<file path="src/rtl/reversi_eval_pkg.sv">
// Shared widths, FSM encoding and score limits for the evaluation accumulator.
package reversi_eval_pkg;
  localparam int PROD_W = 28;
  localparam int ACC_W  = 36;
  localparam int OUT_W  = 32;
  localparam int CNT_W  = 8;

  typedef enum logic [1:0] {IDLE, ACCUM, HOLD} state_e;

  localparam logic [OUT_W-1:0] SCORE_MAX = {1'b0, {(OUT_W-1){1'b1}}};
  localparam logic [OUT_W-1:0] SCORE_MIN = {1'b1, {(OUT_W-1){1'b0}}};
endpackage

</file>
<file path="src/rtl/reversi_eval_sat.sv">
// Signed narrowing IN_W -> O_W with clipping to the most positive/negative value.
module reversi_eval_sat
  import reversi_eval_pkg::*;
#(
  parameter int IN_W = ACC_W,
  parameter int O_W  = OUT_W
) (
  input  logic signed [IN_W-1:0] sum_i,
  output logic signed [O_W-1:0]  score_o,
  output logic                   clip_o
);
  localparam logic [O_W-1:0] MAXV = {1'b0, {(O_W-1){1'b1}}};
  localparam logic [O_W-1:0] MINV = {1'b1, {(O_W-1){1'b0}}};

  // The value fits when every bit from the output sign bit upward agrees.
  logic [IN_W-O_W:0] hi;
  logic              fits;
  assign hi   = sum_i[IN_W-1:O_W-1];
  assign fits = (&hi) | ~(|hi);

  // Pass through when representable, otherwise clip toward the input sign.
  always_comb begin
    score_o = sum_i[O_W-1:0];
    clip_o  = 1'b0;
    if (!fits) begin
      clip_o  = 1'b1;
      score_o = sum_i[IN_W-1] ? MINV : MAXV;
    end
  end
endmodule

</file>
<file path="src/rtl/reversi_eval_accum.sv">
// Sums signed product beats of one position and presents a saturated score
// on a valid/ready output; in_ready depends only on state.
module reversi_eval_accum #(
  parameter int PROD_W = reversi_eval_pkg::PROD_W,
  parameter int ACC_W  = reversi_eval_pkg::ACC_W,
  parameter int OUT_W  = reversi_eval_pkg::OUT_W,
  parameter int CNT_W  = reversi_eval_pkg::CNT_W
) (
  input  logic                     clk,
  input  logic                     ap_rst_n,
  input  logic                     clear,
  input  logic                     in_valid,
  output logic                     in_ready,
  input  logic signed [PROD_W-1:0] in_prod,
  input  logic                     in_last,
  output logic                     out_valid,
  input  logic                     out_ready,
  output logic signed [OUT_W-1:0]  out_score,
  output logic [CNT_W-1:0]         out_terms,
  output logic                     out_sat,
  output logic                     out_ovf
);
  typedef reversi_eval_pkg::state_e state_e;
  localparam logic [CNT_W-1:0] CNT_MAX = '1;

  state_e                   state_q, state_d;
  logic signed [ACC_W-1:0]  acc_q, acc_d, prod_ext;
  logic [CNT_W-1:0]         cnt_q, cnt_d;
  logic                     ovf_q, ovf_d;
  logic signed [OUT_W-1:0]  score_q, sat_score;
  logic [CNT_W-1:0]         terms_q;
  logic                     sat_q, oovf_q, clip;
  logic                     accept, load_out;

  assign in_ready  = (state_q != reversi_eval_pkg::HOLD);
  assign out_valid = (state_q == reversi_eval_pkg::HOLD);
  assign accept    = in_valid && in_ready;
  assign prod_ext  = {{(ACC_W-PROD_W){in_prod[PROD_W-1]}}, in_prod};
  assign load_out  = !clear && accept && in_last;

  assign out_score = score_q;
  assign out_terms = terms_q;
  assign out_sat   = sat_q;
  assign out_ovf   = oovf_q;

  // Saturate the sum that includes the current beat, so the result register
  // can load on the same edge the last beat is accepted.
  reversi_eval_sat #(.IN_W(ACC_W), .O_W(OUT_W)) u_sat (
    .sum_i   (acc_d),
    .score_o (sat_score),
    .clip_o  (clip)
  );

  // Next-state and datapath update; clear overrides any beat this cycle.
  always_comb begin
    state_d = state_q;
    acc_d   = acc_q;
    cnt_d   = cnt_q;
    ovf_d   = ovf_q;
    if (clear) begin
      state_d = reversi_eval_pkg::IDLE;
      acc_d   = '0;
      cnt_d   = '0;
      ovf_d   = 1'b0;
    end else begin
      case (state_q)
        reversi_eval_pkg::IDLE: if (accept) begin
          acc_d   = prod_ext;
          cnt_d   = CNT_W'(1);
          ovf_d   = 1'b0;
          state_d = in_last ? reversi_eval_pkg::HOLD : reversi_eval_pkg::ACCUM;
        end
        reversi_eval_pkg::ACCUM: if (accept) begin
          acc_d = acc_q + prod_ext;
          if (cnt_q == CNT_MAX) ovf_d = 1'b1;
          else                  cnt_d = cnt_q + CNT_W'(1);
          if (in_last) state_d = reversi_eval_pkg::HOLD;
        end
        reversi_eval_pkg::HOLD: if (out_ready) state_d = reversi_eval_pkg::IDLE;
        default: state_d = reversi_eval_pkg::IDLE;
      endcase
    end
  end

  // State and running sum registers.
  always_ff @(posedge clk or negedge ap_rst_n) begin
    if (!ap_rst_n) begin
      state_q <= reversi_eval_pkg::IDLE;
      acc_q   <= '0;
      cnt_q   <= '0;
      ovf_q   <= 1'b0;
    end else begin
      state_q <= state_d;
      acc_q   <= acc_d;
      cnt_q   <= cnt_d;
      ovf_q   <= ovf_d;
    end
  end

  // Result registers load only when the last beat is taken, so they stay
  // stable for as long as the consumer stalls.
  always_ff @(posedge clk or negedge ap_rst_n) begin
    if (!ap_rst_n) begin
      score_q <= '0;
      terms_q <= '0;
      sat_q   <= 1'b0;
      oovf_q  <= 1'b0;
    end else if (load_out) begin
      score_q <= sat_score;
      terms_q <= cnt_d;
      sat_q   <= clip;
      oovf_q  <= ovf_d;
    end
  end
endmodule

</file>
<file path="config.mk">
export PLATFORM = sky130hd
export DESIGN_NAME = reversi_eval_accum
export DESIGN_NICKNAME = d
export VERILOG_FILES = /design/src/rtl/reversi_eval_pkg.sv /design/src/rtl/reversi_eval_sat.sv /design/src/rtl/reversi_eval_accum.sv
export SDC_FILE = /design/constraint.sdc
export NUM_CORES = 1
export LEC_CHECK = 0
export ABC_AREA = 1
export ABC_CLOCK_PERIOD_IN_PS = 2800
export CAP_MARGIN = 15
export CORE_ASPECT_RATIO = 1.75
export CORE_MARGIN = 3
export CORE_UTILIZATION = 39
export DETAILED_ROUTE_END_ITERATION = 10
export RECOVER_POWER = 100
export SYNTH_ARGS = -nofsm -noshare
export SYNTH_HDL_FRONTEND = slang
export SYNTH_SLANG_ARGS = --single-unit
</file>
<file path="constraint.sdc">
create_clock -name clk -period 2.8 [get_ports clk]
set_input_delay 0.56 -clock clk [delete_from_list [all_inputs] [get_ports clk]]
set_output_delay 0.56 -clock clk [all_outputs]
set_load 0.1 [all_outputs]
</file>
==> impl_metrics.tcl <==
set metrics [dict create \
    worst_slack_ns 0.118 \
    core_um2 17800 \
    ctsRootBufferMaster "clkbuf_16" \
    dieArea_um2 20100 \
    slew-limit-headroom_pct 16.7 \
    fin_nets 1327 \
    htreeDepth 3 \
    die_h_um 185 \
    cp-start-kind "input pin" \
    maxSlewViolCount 0 \
    ys_types 46 \
    fillCellCount 1811 \
    rsz0062_at_grt "yes" \
    wl_um 24900 \
    synth_cells 1064 \
    min_period_ns 2.68 \
    cap_violations 0 \
    gp_congestion 0.939 \
    grt.total_usage_pct 25.3 \
    pin_count 78 \
    syn_avg_cell_area_um2 6.72 \
    leakage_nw 4.86 \
    hold_violations 0 \
    setup_violations 0 \
    ys_top_cells_by_area "dfrtp_1, nand2_1, inv_1" \
    end_kind "flop" \
    via_count 7688 \
    synth_edf_count 0 \
    place_ws_ns -0.638 \
    worst_ep_required_time_ns 3.05 \
    cts.sinks 89 \
    crit_chain "dlygate4sd2_1 -> ha_4 -> nand2_2 -> nor2_2 -> inv_1 -> nor3_2 -> nand2_2 -> nand2_2 -> nand2_2 -> nand3_1 -> nand3_2 -> nand2_2 -> nand2_1 -> a21oi_2 -> nand4_1 -> nand2_4 -> clkbuf_16 -> a21oi_2" \
    critical_path_arrival_ns 2.93 \
    worstMarginPinSlew_ns 1.25 \
    cts_tree "built" \
    synthArstFlopShare_pct 100 \
    skew_ns 0.00935 \
    max_freq_mhz 373 \
    yosysTopAreaCell "dfrtp_1" \
    antenna_left 0 \
    yosys.area.top_type_share_pct 31.1 \
    status "finished clean" \
    yosysMostFrequentCell "nand2_1" \
    synthTopCellsByCount "nand2_1, inv_1, dfrtp_1" \
    syn-cell-area_um2 7150 \
    seq_area_frac_synth_pct 31.1 \
    diodes 0 \
    synth_fp_nets 1135 \
    final_util_pct 55.7 \
    worst-path-max-fanout 8 \
    grt_max_degree 46 \
    crit_slowest_cell "ha_4" \
    cts_buffers 9 \
    die_w_um 108 \
    path_clk_slew_ns 0.07 \
    drt_iter0_markers 310 \
    hold_path.class "in -> async" \
    vias_per_cell 5.16 \
    whs_ns 0.459 \
    grt_overflow 0 \
    power_density_nw_per_um2 951 \
    drt_first_pass_iters 5 \
    routedWlPerCell_um 16.7 \
    crit_type "in -> reg" \
    num_rows 64 \
    clkLatencyLatePin_ns 0.35 \
    area_delta_synth_final_pct 38.5 \
    drive_gt1_share_pct 29.1 \
    max-vdd-ir-drop_v 0.000697 \
    grt_antenna_before_repair 0 \
    cpPeakStageDelay_ns 0.33 \
    drc 0 \
    synth_seq_cells 89 \
    portBuffers 77 \
    cts_max_path_buffers 2 \
    grt_pass1_wl_um 39600 \
    initial_core_util_pct 40.2 \
    yosysWarnings 0 \
    cp_common_cell "nand2_2" \
    hpwl_um 18100 \
    synthFlopType "dfrtp_1" \
    first_global_vias 7828 \
    layout_worst_path_cycle_share_pct 95.8 \
]
[repair_timing]
| item | in CTS | in global routing |
|---|---|---|
| endpoints found under the setup margin | 33 | 32 |
| pin swaps | 26 | 29 |
| gates resized for setup | 113 | 54 |
| cloned | 3 | 2 |
| hold buffers | 0 | 0 |
| setup buffers | 9 | 5 |
[state kept, by name (all words and copies together), names as in the netlist]
name and count:
acc_q 36, ovf_q 1, out_terms 8, cnt_q 8
out_score 32, state_q 2, out_sat 1, out_ovf 1
[final cells by class]
class | count | area (um^2) | area share [%]
Inverter | 146 | 548 | 5.53
Timing Repair Buffer | 217 | 1630 | 16.4
Clock inverter | 4 | 77.6 | 0.783
Tap cell | 231 | 289 | 2.92
Clock buffer | 11 | 243 | 2.45
Multi-Input combinational cell | 793 | 4890 | 49.4
Sequential cell | 89 | 2230 | 22.5
[path summary, 6_finish.rpt]
kind,start,to,slack [ns],cells past startpoint
setup / recovery,in_prod[15],out_score[26],0.12,18
hold / removal,ap_rst_n,acc_q[10],0.46,1
setup reg to reg,acc_q[0],out_score[23],0.16,20
hold reg to reg,out_terms[4],out_terms[4],0.48,2
max in group asynchronous,ap_rst_n,acc_q[23],0.58,2
min in group clk,out_terms[4],out_terms[4],0.48,2
[kinds of logic after synthesis]
group,synth area share (%)
buffers and inverters,10.4
adder cells (fa/ha/maj),6.58
flip-flops,31.1
XOR/XNOR,0.979
AND/OR/NAND/NOR,30.0
AO/OA/AOI/OAI,20.9
[layer usage]
metal	wire length, um	global-route usage, %	part of all wire, %
met2	13300	47.9	54
met4	1200	12.0	4.8
met5	0	0	0
met1	9480	27.7	38
met3	851	2.48	3.4
[where the power goes]
group / switching, W / total [W] / internal [W]
Combinational: 0.00417 / 0.00610 / 0.00193
Sequential: 0.000304 / 0.00198 / 0.00167
Clock: 0.000535 / 0.00134 / 0.000806
Total: 0.00501 / 0.00942 / 0.00441
[critical path: cells and delay by family]
kind	cells	cell delay, ns
simple gates	12	1.24
buf+inv	3	0.59
compound gates	2	0.21
fa+ha+maj	1	0.33
[through the flow]
| stage | std cells | power [W] | setup TNS [ns] | area (um^2) |
|---|---|---|---|---|
| after floorplan | 1064 | 0.00595 | 0 | 7150 |
| after global placement | 1459 | 0.00769 | -22.36 | 8930 |
| after detailed placement | 1459 | 0.00773 | -22.73 | 8930 |
| after CTS | 1486 | 0.00955 | 0 | 9910 |
| after global routing | 1491 | 0.00999 | -0.170 | 9900 |
| final | 1491 | 0.00942 | 0 | 9900 |
[placed cells by master, fill, tap and decap left out, drive strengths merged, types with 3 or more instances in the layout]
| cell | instances |
|---|---|
| nand2 | 329 |
| inv | 144 |
| buf | 135 |
| a21oi | 106 |
| dfrtp | 89 |
| nor2 | 89 |
| o21ai | 69 |
| clkbuf | 63 |
| or2 | 41 |
| ha | 36 |
| nand3 | 28 |
| dlygate4sd2 | 26 |
| a31oi | 22 |
| o21bai | 11 |
| a22oi | 8 |
| nor3 | 7 |
| o211ai | 5 |
| xnor2 | 4 |
| a211oi | 4 |
| xor2 | 4 |
| nand4 | 4 |
| nand3b | 4 |
| clkinv | 4 |
| o22ai | 3 |
| a221oi | 3 |
| o311a | 3 |
| clkdlybuf4s50 | 3 |
Note: power is estimated with default switching activity, not from simulation.
